<file path="src/rtl/core_config_pkg.sv">
// core_config_pkg: shared widths, opcode/unit/state enums, slot record and opcode classification helpers.
package core_config_pkg;
  localparam int XLEN = 32;
  localparam int REG_ADDR_W = 5;
  localparam int NUM_REGS = 32;
  typedef enum logic [5:0] {
    OP_NOP, OP_LUI, OP_AUIPC,
    OP_ADD, OP_SUB, OP_AND, OP_OR, OP_XOR, OP_SLL, OP_SRL, OP_SRA, OP_SLT, OP_SLTU,
    OP_ADDI, OP_ANDI, OP_ORI, OP_XORI, OP_SLTI,
    OP_MUL, OP_MULH, OP_DIV, OP_DIVU, OP_REM, OP_REMU,
    OP_LW, OP_LB, OP_SW, OP_SB,
    OP_BEQ, OP_BNE, OP_BLT, OP_BGE, OP_JAL, OP_JALR,
    OP_FENCE, OP_ECALL, OP_EBREAK, OP_MRET, OP_CSRRW, OP_CSRRS, OP_CSRRC
  } opcodes_t;
  typedef enum logic [1:0] {UNIT_ALU, UNIT_MDU, UNIT_LSU, UNIT_BRU} units_t;
  typedef enum logic [1:0] {S_RUN, S_DRAIN, S_TRAP} sched_state_t;
  typedef struct packed {
    opcodes_t opcode;
    logic [REG_ADDR_W-1:0] rs1;
    logic [REG_ADDR_W-1:0] rs2;
    logic [REG_ADDR_W-1:0] rd;
    logic [XLEN-1:0] imm;
    logic [XLEN-1:0] address;
    logic illegal;
  } slot_t;
  function automatic units_t op_unit(input opcodes_t op);
    return op inside {OP_MUL, OP_MULH, OP_DIV, OP_DIVU, OP_REM, OP_REMU} ? UNIT_MDU :
           op inside {OP_LW, OP_LB, OP_SW, OP_SB} ? UNIT_LSU :
           op inside {OP_BEQ, OP_BNE, OP_BLT, OP_BGE, OP_JAL, OP_JALR} ? UNIT_BRU : UNIT_ALU;
  endfunction
  function automatic logic is_serializing(input opcodes_t op);
    return op inside {OP_FENCE, OP_ECALL, OP_EBREAK, OP_MRET, OP_CSRRW, OP_CSRRS, OP_CSRRC};
  endfunction
  function automatic logic uses_rs1(input opcodes_t op);
    return !(op inside {OP_NOP, OP_LUI, OP_AUIPC, OP_JAL, OP_FENCE, OP_ECALL, OP_EBREAK, OP_MRET});
  endfunction
  function automatic logic uses_rs2(input opcodes_t op);
    return op inside {OP_ADD, OP_SUB, OP_AND, OP_OR, OP_XOR, OP_SLL, OP_SRL, OP_SRA, OP_SLT, OP_SLTU,
                      OP_MUL, OP_MULH, OP_DIV, OP_DIVU, OP_REM, OP_REMU, OP_SW, OP_SB,
                      OP_BEQ, OP_BNE, OP_BLT, OP_BGE};
  endfunction
  function automatic logic writes_rd(input opcodes_t op);
    return !(op inside {OP_NOP, OP_SW, OP_SB, OP_BEQ, OP_BNE, OP_BLT, OP_BGE,
                        OP_FENCE, OP_ECALL, OP_EBREAK, OP_MRET});
  endfunction
endpackage

</file>
<file path="src/rtl/scoreboard.sv">
// scoreboard: per-register pending-write bits; ports: set (issue), NUM_WB clear (writeback), flush, busy vector, all_clear.
module scoreboard
  import core_config_pkg::*;
#(
  parameter int NUM_WB = 2
) (
  input  logic                                 clk,
  input  logic                                 rst_n,
  input  logic                                 clk_en,
  input  logic                                 flush,
  input  logic                                 set_valid,
  input  logic [REG_ADDR_W-1:0]                set_idx,
  input  logic [NUM_WB-1:0]                    clr_valid,
  input  logic [NUM_WB-1:0][REG_ADDR_W-1:0]    clr_idx,
  output logic [NUM_REGS-1:0]                  busy,
  output logic                                 all_clear
);
  logic [NUM_REGS-1:0] busy_d;
  // Set is applied after the clears so a same-cycle issue keeps its bit.
  always_comb begin
    busy_d = busy;
    for (int k = 0; k < NUM_WB; k++) if (clr_valid[k]) busy_d[clr_idx[k]] = 1'b0;
    if (set_valid) busy_d[set_idx] = 1'b1;
    busy_d[0] = 1'b0;
  end
  always_ff @(posedge clk or negedge rst_n)
    if (!rst_n) busy <= '0;
    else if (clk_en) busy <= flush ? '0 : busy_d;
  assign all_clear = ~|busy;
endmodule

</file>
<file path="src/rtl/issue_scheduler.sv">
// issue_scheduler: single-slot in-order issue with scoreboard hazards, serializing drain and illegal-op trap; ports: dec_* in, iss_* out, unit busys, writebacks, flush, trap.
module issue_scheduler
  import core_config_pkg::*;
#(
  parameter int NUM_WB = 2
) (
  input  logic                              clk,
  input  logic                              rst_n,
  input  logic                              clk_en,
  input  logic                              dec_valid,
  input  opcodes_t                          dec_opcode,
  input  logic [REG_ADDR_W-1:0]             dec_rs1,
  input  logic [REG_ADDR_W-1:0]             dec_rs2,
  input  logic [REG_ADDR_W-1:0]             dec_rd,
  input  logic [XLEN-1:0]                   dec_imm,
  input  logic [XLEN-1:0]                   dec_address,
  input  logic                              dec_illegal,
  output logic                              o_busy,
  input  logic                              alu_busy,
  input  logic                              mdu_busy,
  input  logic                              lsu_busy,
  input  logic                              bru_busy,
  output logic                              iss_valid,
  output units_t                            iss_unit,
  output opcodes_t                          iss_opcode,
  output logic [REG_ADDR_W-1:0]             iss_rs1,
  output logic [REG_ADDR_W-1:0]             iss_rs2,
  output logic [REG_ADDR_W-1:0]             iss_rd,
  output logic [XLEN-1:0]                   iss_imm,
  output logic [XLEN-1:0]                   iss_address,
  input  logic [NUM_WB-1:0]                 wb_valid,
  input  logic [NUM_WB-1:0][REG_ADDR_W-1:0] wb_rd,
  input  logic                              flush,
  output logic                              trap,
  output logic [XLEN-1:0]                   trap_address
);
  slot_t               slot_q;
  logic                slot_valid_q;
  sched_state_t        state_q, state_d;
  logic [NUM_REGS-1:0] sb_busy;
  logic                sb_all_clear, sb_set;
  units_t              unit;
  logic                unit_busy, hazard, serial, fire, nop_consume, take_trap, load;
  scoreboard #(.NUM_WB(NUM_WB)) u_sb (
    .clk(clk), .rst_n(rst_n), .clk_en(clk_en), .flush(flush),
    .set_valid(sb_set), .set_idx(slot_q.rd),
    .clr_valid(wb_valid), .clr_idx(wb_rd),
    .busy(sb_busy), .all_clear(sb_all_clear)
  );
  // Serializing ops only fire from DRAIN, and only once the whole machine is quiet.
  always_comb begin
    unit = op_unit(slot_q.opcode);
    unit_busy = unit == UNIT_MDU ? mdu_busy : unit == UNIT_LSU ? lsu_busy :
                unit == UNIT_BRU ? bru_busy : alu_busy;
    hazard = (uses_rs1(slot_q.opcode) && sb_busy[slot_q.rs1]) ||
             (uses_rs2(slot_q.opcode) && sb_busy[slot_q.rs2]) ||
             (writes_rd(slot_q.opcode) && sb_busy[slot_q.rd]);
    serial = is_serializing(slot_q.opcode);
    fire = slot_valid_q && !slot_q.illegal && slot_q.opcode != OP_NOP && !hazard && !unit_busy &&
           (serial ? state_q == S_DRAIN && sb_all_clear && !(alu_busy || mdu_busy || lsu_busy || bru_busy)
                   : state_q == S_RUN);
    nop_consume = slot_valid_q && state_q == S_RUN && !slot_q.illegal && slot_q.opcode == OP_NOP;
    take_trap = slot_valid_q && state_q == S_RUN && slot_q.illegal;
    load = dec_valid && state_q == S_RUN && (!slot_valid_q || fire || nop_consume);
    o_busy = (slot_valid_q && !(fire || nop_consume)) || state_q != S_RUN;
    sb_set = fire && !flush && writes_rd(slot_q.opcode) && slot_q.rd != '0;
    state_d = state_q == S_RUN ? (take_trap ? S_TRAP : slot_valid_q && serial ? S_DRAIN : S_RUN) :
              state_q == S_DRAIN ? (fire ? S_RUN : S_DRAIN) : S_TRAP;
  end
  always_ff @(posedge clk or negedge rst_n) begin
    if (!rst_n) begin
      state_q      <= S_RUN;
      slot_valid_q <= 1'b0;
      slot_q       <= '0;
      iss_valid    <= 1'b0;
      iss_unit     <= UNIT_ALU;
      iss_opcode   <= OP_NOP;
      iss_rs1      <= '0;
      iss_rs2      <= '0;
      iss_rd       <= '0;
      iss_imm      <= '0;
      iss_address  <= '0;
      trap         <= 1'b0;
      trap_address <= '0;
    end else if (!clk_en) begin
      iss_valid <= 1'b0;
      trap      <= 1'b0;
    end else begin
      state_q      <= flush ? S_RUN : state_d;
      slot_valid_q <= !flush && (load || (slot_valid_q && !(fire || nop_consume || take_trap)));
      if (load) slot_q <= '{opcode: dec_opcode, rs1: dec_rs1, rs2: dec_rs2, rd: dec_rd,
                            imm: dec_imm, address: dec_address, illegal: dec_illegal};
      iss_valid <= fire && !flush;
      trap      <= take_trap && !flush;
      if (fire && !flush) begin
        iss_unit    <= unit;
        iss_opcode  <= slot_q.opcode;
        iss_rs1     <= slot_q.rs1;
        iss_rs2     <= slot_q.rs2;
        iss_rd      <= slot_q.rd;
        iss_imm     <= slot_q.imm;
        iss_address <= slot_q.address;
      end
      if (take_trap && !flush) trap_address <= slot_q.address;
    end
  end
endmodule

</file>
<file path="config.mk">
export PLATFORM = sky130hd
export DESIGN_NAME = issue_scheduler
export DESIGN_NICKNAME = d
export VERILOG_FILES = /design/src/rtl/core_config_pkg.sv /design/src/rtl/scoreboard.sv /design/src/rtl/issue_scheduler.sv
export SDC_FILE = /design/constraint.sdc
export NUM_CORES = 1
export LEC_CHECK = 0
export CORE_MARGIN = 3
export CORE_UTILIZATION = 40
export CTS_BUF_LIST = sky130_fd_sc_hd__clkbuf_8
export DETAILED_ROUTE_END_ITERATION = 8
export GPL_ROUTABILITY_DRIVEN = 0
export PLACE_DENSITY = 0.78
export SYNTH_ARGS = -nofsm -noshare
export SYNTH_HDL_FRONTEND = slang
export SYNTH_SLANG_ARGS = --single-unit
</file>
<file path="constraint.sdc">
create_clock -name clk -period 3.6 [get_ports clk]
set_input_delay 0.72 -clock clk [delete_from_list [all_inputs] [get_ports clk]]
set_output_delay 0.72 -clock clk [all_outputs]
set_load 0.005 [all_outputs]
</file>
## Yosys cells after proc, flatten, opt, wreduce, memory -nomap -nowiden

Cells that the tools add are included.

| cells by class | value |
|---|---|
| muxes and demuxes | 31 |
| reduce and logical (&&, ||, !) cells | 65 |
| $lt $le $gt $ge | 8 |
| bitwise gates (word level) | 5 |
| equal/unequal tests | 39 |

Operators with widths:

| operator | number |
|---|---|
| 32-bit 2-to-1 mux | 4 |
| 6-bit by 5-bit == test with 1-bit output (second input constant) | 14 |
| 32-bit AND | 2 |
| 32-bit inverter | 2 |
| 6-bit == test (second input constant) | 9 |
| 32-bit OR | 1 |
| 32-bit OR reduction | 1 |
| 6-bit by 4-bit == test with 1-bit output (second input constant) | 5 |
| 5-bit by 6-bit less-than comparator with 1-bit output (second input constant) | 5 |
| 1-bit logical AND | 27 |
| 6-bit by 3-bit == test with 1-bit output (second input constant) | 4 |
| 22-bit nonzero test | 1 |
| 6-bit nonzero test | 3 |
| 1-bit binary-select mux with 5-bit select | 3 |
| 1-bit demux with 5-bit select | 3 |
| 5-bit by 1-bit >= comparator with 1-bit output (second input constant) | 3 |
| 1-bit 2-to-1 mux | 14 |
| 2-bit 2-to-1 mux | 7 |
| 6-bit by 2-bit == test with 1-bit output (second input constant) | 2 |
| 1-bit zero test | 11 |
| 1-bit logical OR | 11 |
| 11-bit nonzero test | 1 |
| 8-bit nonzero test | 1 |
| 7-bit nonzero test | 1 |
| 9 further kinds | 13 |

| word-level totals | value |
|---|---|
| register bits after elaboration | 242 |

## Longest topological paths before layout

| logic depth | value |
|---|---|
| depth in word-level cells | 18 |
| mapped depth | 12 |
| depth with buffers taken out | 7 |

## By module

Synthesis repeated with hierarchy kept, for this count alone.

| unflattened totals | value |
|---|---|
| cells, all modules | 847 |
| area total of the unflattened synthesis | 11259.5 um^2 |

Modules (own cells, without submodules):

| module | instances | cells each | area an instance (um^2) |
|---|---|---|---|
| issue_scheduler | 1 | 627 | 9177.6 |
| scoreboard | 1 | 220 | 2082.0 |

## Least setup slack after synthesis

OpenSTA, ideal clock, no wires.

| timing | value |
|---|---|
| kind | input to output |
| start | in alu_busy |
| end | out o_busy |
| stages on the path | 9 |
| path buffers | 2 |
| data required time | 2.880 ns |
| setup slack | -0.076 ns |
| arrival time | 2.956 ns |
| path through | nor4_1 -> nand4_1 -> or4_1 -> a211o_1 -> or4_1 -> buf_2 -> clkbuf_1 -> and3_1 -> nand2b_1 |

| on the way | value |
|---|---|
| longest elaborated chain between the ends | 11 |
| elaborated cells on any way between the ends | 16 |

RTL lines:

| what | RTL line | source |
|---|---|---|
| start: declaration | issue_scheduler.sv:19 | `input logic alu_busy,` |
| 1-bit logical OR (3 in a row) | issue_scheduler.sv:60 | `(serial ? state_q == S_DRAIN && sb_all_clear && !(alu_busy \|\| mdu_busy \|\| lsu_busy \|\| bru_busy)` |
| 1-bit zero test | issue_scheduler.sv:60 |  |
| 1-bit logical AND | issue_scheduler.sv:60 |  |
| 1-bit 2-to-1 mux | issue_scheduler.sv:60 |  |
| 1-bit logical AND * | issue_scheduler.sv:59 | `fire = slot_valid_q && !slot_q.illegal && slot_q.opcode != OP_NOP && !hazard && !unit_busy &&` |
| 1-bit logical OR * | issue_scheduler.sv:65 | `o_busy = (slot_valid_q && !(fire \|\| nop_consume)) \|\| state_q != S_RUN;` |
| 1-bit zero test * | issue_scheduler.sv:65 |  |
| 1-bit logical AND * | issue_scheduler.sv:65 |  |
| 1-bit logical OR * | issue_scheduler.sv:65 |  |
| end: declaration | issue_scheduler.sv:18 | `output logic o_busy,` |

Every way passes the cells marked *; elsewhere a longest branch is shown, timed or not.

## Worst setup path after layout

| timing | value |
|---|---|
| start | reg u_sb.busy[31] |
| end | out o_busy |

| on the way | value |
|---|---|
| longest elaborated chain between the ends | 13 |
| elaborated cells on any way between the ends | 24 |

RTL lines:

| what | RTL line | source |
|---|---|---|
| start: declaration | scoreboard.sv:15 | `output logic [NUM_REGS-1:0] busy,` |
| start signal: assignment | scoreboard.sv:28 | `else if (clk_en) busy <= flush ? '0 : busy_d;` |
| 1-bit binary-select mux with 5-bit select, on equally long branches | issue_scheduler.sv:55, issue_scheduler.sv:56 |  |
| 1-bit 2-to-1 mux, on equally long branches | issue_scheduler.sv:55, issue_scheduler.sv:56 |  |
| 1-bit logical AND, on equally long branches | issue_scheduler.sv:55, issue_scheduler.sv:56 |  |
| 1-bit logical OR | issue_scheduler.sv:55 | `hazard = (uses_rs1(slot_q.opcode) && sb_busy[slot_q.rs1]) \|\|` |
| 1-bit logical OR | issue_scheduler.sv:56 | `(uses_rs2(slot_q.opcode) && sb_busy[slot_q.rs2]) \|\|` |
| 1-bit zero test | issue_scheduler.sv:59 |  |
| 1-bit logical AND (2 in a row) | issue_scheduler.sv:59 |  |
| 1-bit logical AND * | issue_scheduler.sv:59 |  |
| 1-bit logical OR * | issue_scheduler.sv:65 |  |
| 1-bit zero test * | issue_scheduler.sv:65 |  |
| 1-bit logical AND * | issue_scheduler.sv:65 |  |
| 1-bit logical OR * | issue_scheduler.sv:65 |  |

Every way passes the cells marked *; elsewhere a longest branch is shown, timed or not. The select of a mux whose other input is x is not followed.

==> summary.md <==
| Metric | Value |
|---|---|
| Status | finished, violations left |
| Failing checks | setup timing |
| Sequential share of the synthesized area | 0.547 |
| Post-Layout Cell Count | between 1,500 and 2,000 |
| RSZ-0062 raised after global routing | true |
| Global route overflow | 0 |
| Largest area contributor in the synthesized netlist | dfrtp_1 |
| Avg Inst Size Synth | approximately 13 µm² |
| Met3 WL | around 2.7 mm |
| Post-Syn Area | about 0.011 mm² |
| Die area | between 0.02 and 0.03 mm² |
| Largest cells by area after synthesis | dfrtp_1 55%, mux2_2 16%, mux2_1 5.4% |
| Core area | between 0.02 and 0.03 mm² |
| Met2 WL | between 10 and 15 mm |
| Crit path time final | ~3.9 ns |
| Filler cells | around 2,200 |
| Clock Tree Buf Depth | 3 |
| CTS tree | built |
| Critical Path Sink Type | primary output |
| CP required | 2.88 ns |
| Cells after DPL | around 1,500 |
| Initial antenna violation count | 0 |
| Max_slew headroom | 0.555 |
| FF-to-FF setup slack | 0.04 ns |
| Top Metal Used | met4 |
| Cts bufs inserted | 42 |
| First-pass GRT wire length | 46.2 mm |
| Top-area cell type share of the netlist area | 0.547 |
| Final wirelength | around 30 mm |
| CP startpoint kind | flip-flop |
| Reg2Reg Depth | 12 |
| Final setup fails | 1 |
| Clock Skew | between 0.02 and 0.025 ns |
| Vias in the first global route | between 8,000 and 9,000 |
| Initial core utilization | 0.408 |
| Clk slew on worst S/H paths | about 0.070 ns |
| WP data arrival | 3.20 ns |
| Final Cycle Share | 1.09 |
| Clk sinks | 241 |
| LEAKAGE | about 6.7 nW |
| I/O Pins | ~230 |
| Flops & latches, synth | 241 |
| Final hold viol count | 0 |
| M1 WL | approximately 13 mm |
| Worst Hold Class | input port to asynchronous set/reset pin |
| Die H | between 150 and 200 µm |
| Max FO, Critical Path | 3 |
| GRT Overall Usage | 0.197 |
| RR Endpoint | slot_q[55] |
| Most frequent cells in the layout | 239 x dfrtp_1, 223 x clkdlybuf4s50_1, 153 x mux2_2, 82 x buf_4, 58 x nand2_1 |
| Worst r2r src | u_sb.busy[31] |
| Buffers on Ports | 228 |
| Routed Antenna Nets | 0 |
| Max-slew violation count | 0 |
| Mapped Nets | ~950 |
| Die Wd | 172 µm |
| Yosys cell types | 60 |
| Via count | between 8,000 and 9,000 |
| Diodes inserted | 0 |
| Critical path class | flip-flop to primary output |
| Most common cell after layout, fill and taps aside | dfrtp_1 |
| Hold buffer count at cts | 0 |
| # rows | 60 |
| Fin nets | around 1,300 |
| Via density | 5.49 |
| Peak supply drop | between 0.4 and 0.5 mV |
| Max_cap viols | 0 |
| Worst Tran Pin Value | around 0.67 ns |
| Dominant synthesized flop cell | dfrtp_1 |
| Syn. warnings | 0 |
| Post-synthesis async set-or-reset flop share | 1.00 |
| Pwr per Cell Area | 759 mW/mm² |
| EDFF count, synth | 0 |
| Pre-CTS WS | -0.908 ns |
| Skew-Pair Late Insertion Delay | approximately 0.52 ns |
| Drt drc | 0 |
| PnR worst setup slack | -0.324 ns |
| Post-Syn Instances | between 800 and 900 |
| First-iteration detailed-routing DRC count | roughly 610 |
| Average wire per standard cell | between 20 and 25 µm |
| Largest net degree at the start of global routing | 88 |
| Detailed placement HPWL | approximately 22 mm |
| Fraction of layout cells with a size suffix above 1 | 0.309 |
| Syn-to-layout area delta | 39.2% |
| Htree depth | 2 |
| Fmax | about 250 MHz |
| Drt pass-1 iters | 7 |
| Clk root buf | clkbuf_8 |
-- sequential cells by signal, indices dropped and copies added, names as in the netlist --
name and flops:
iss_rd 5, trap 1, iss_unit 2, state_q 2
slot_q 86, iss_opcode 6, slot_valid_q 1, iss_rs1 5
iss_valid 1, iss_address 32, trap_address 32, u_sb.busy 31
iss_imm 32, iss_rs2 5
-- what timing repair did --
item	in CTS	in global routing
setup endpoints to repair	114	79
gates resized for setup	14	9
setup buffers	0	2
gates cloned	0	4
pin swaps	6	10
-- metal layers --
layer  vias to the layer above  track usage
met5                         -            0
met1                      4187        0.260
met3                        66       0.0567
met2                       390        0.313
li1                       3798            -
met4                         0       0.0712
-- worst max-delay path: stages (launching register included) --
cell      delay [ns]
dfrtp_2         0.43
buf_6           0.13
buf_6           0.11
mux4_2          0.46
nand4_1         0.08
o211ai_1        0.12
o311a_1         0.38
or4_4           0.54
and3_4          0.18
nand2b_4        0.14
buf_6           0.11
-- through the flow --
stage / setup TNS [ns] / hold WS [ns] / utilization / power [mW] / cell area (µm²)
global placement: -100.67 / 0.461 / 0.528 / 8.80 / 14300
global route: -0.796 / 0.186 / 0.567 / 12.4 / 15300
floorplan: 0 / 0.424 / - / 6.52 / 11000
finish: -0.324 / 0.170 / 0.567 / 11.6 / 15300
CTS: -0.351 / 0.185 / 0.562 / 11.7 / 15200
detailed placement: -117.55 / 0.468 / 0.528 / 8.98 / 14300
-- cells in the mapped netlist (11+ instances only) --
master / count
buf_2: 12
clkbuf_1: 28
dfrtp_1: 241
inv_1: 12
mux2_1: 53
mux2_2: 153
mux4_2: 17
nand2_1: 58
nand3_1: 14
nand3b_1: 12
nor2_1: 12
o21ai_0: 54
o21ai_2: 11
o22ai_1: 34
-- worst max path at each step --
| stage | endpoint | startpoint | depth (start not counted) |
|---|---|---|---|
| finish | o_busy | u_sb.busy[31] | 10 |
| global route | o_busy | u_sb.busy[31] | 10 |
| CTS | o_busy | u_sb.busy[31] | 8 |
| detailed placement | o_busy | bru_busy | 9 |
| global placement | o_busy | alu_busy | 9 |
| floorplan | o_busy | alu_busy | 9 |
-- report_power, final --
part           total [mW]  internal, mW  switching, mW
logic                4.40          2.75           1.64
registers            4.66          3.86          0.804
clock network        2.58          1.49           1.10
total                11.6          8.10           3.54
-- cell families after synthesis --
| group | share of synthesized area |
|---|---|
| mux | 0.252 |
| buf+inv | 0.0304 |
| flops | 0.547 |
| simple gates | 0.0819 |
| compound gates | 0.0887 |
-- layout make-up --
type | count | area (µm²) | area share
Tap cell | 341 | 427 | 0.0278
Inverter | 12 | 45.0 | 0.00294
Clock buffer | 54 | 743 | 0.0485
Multi-Input combinational cell | 540 | 4710 | 0.307
Sequential cell | 241 | 6030 | 0.394
Clock inverter | 21 | 140 | 0.00914
Timing Repair Buffer | 328 | 3230 | 0.211
Note: power is estimated with default switching activity, not from simulation.
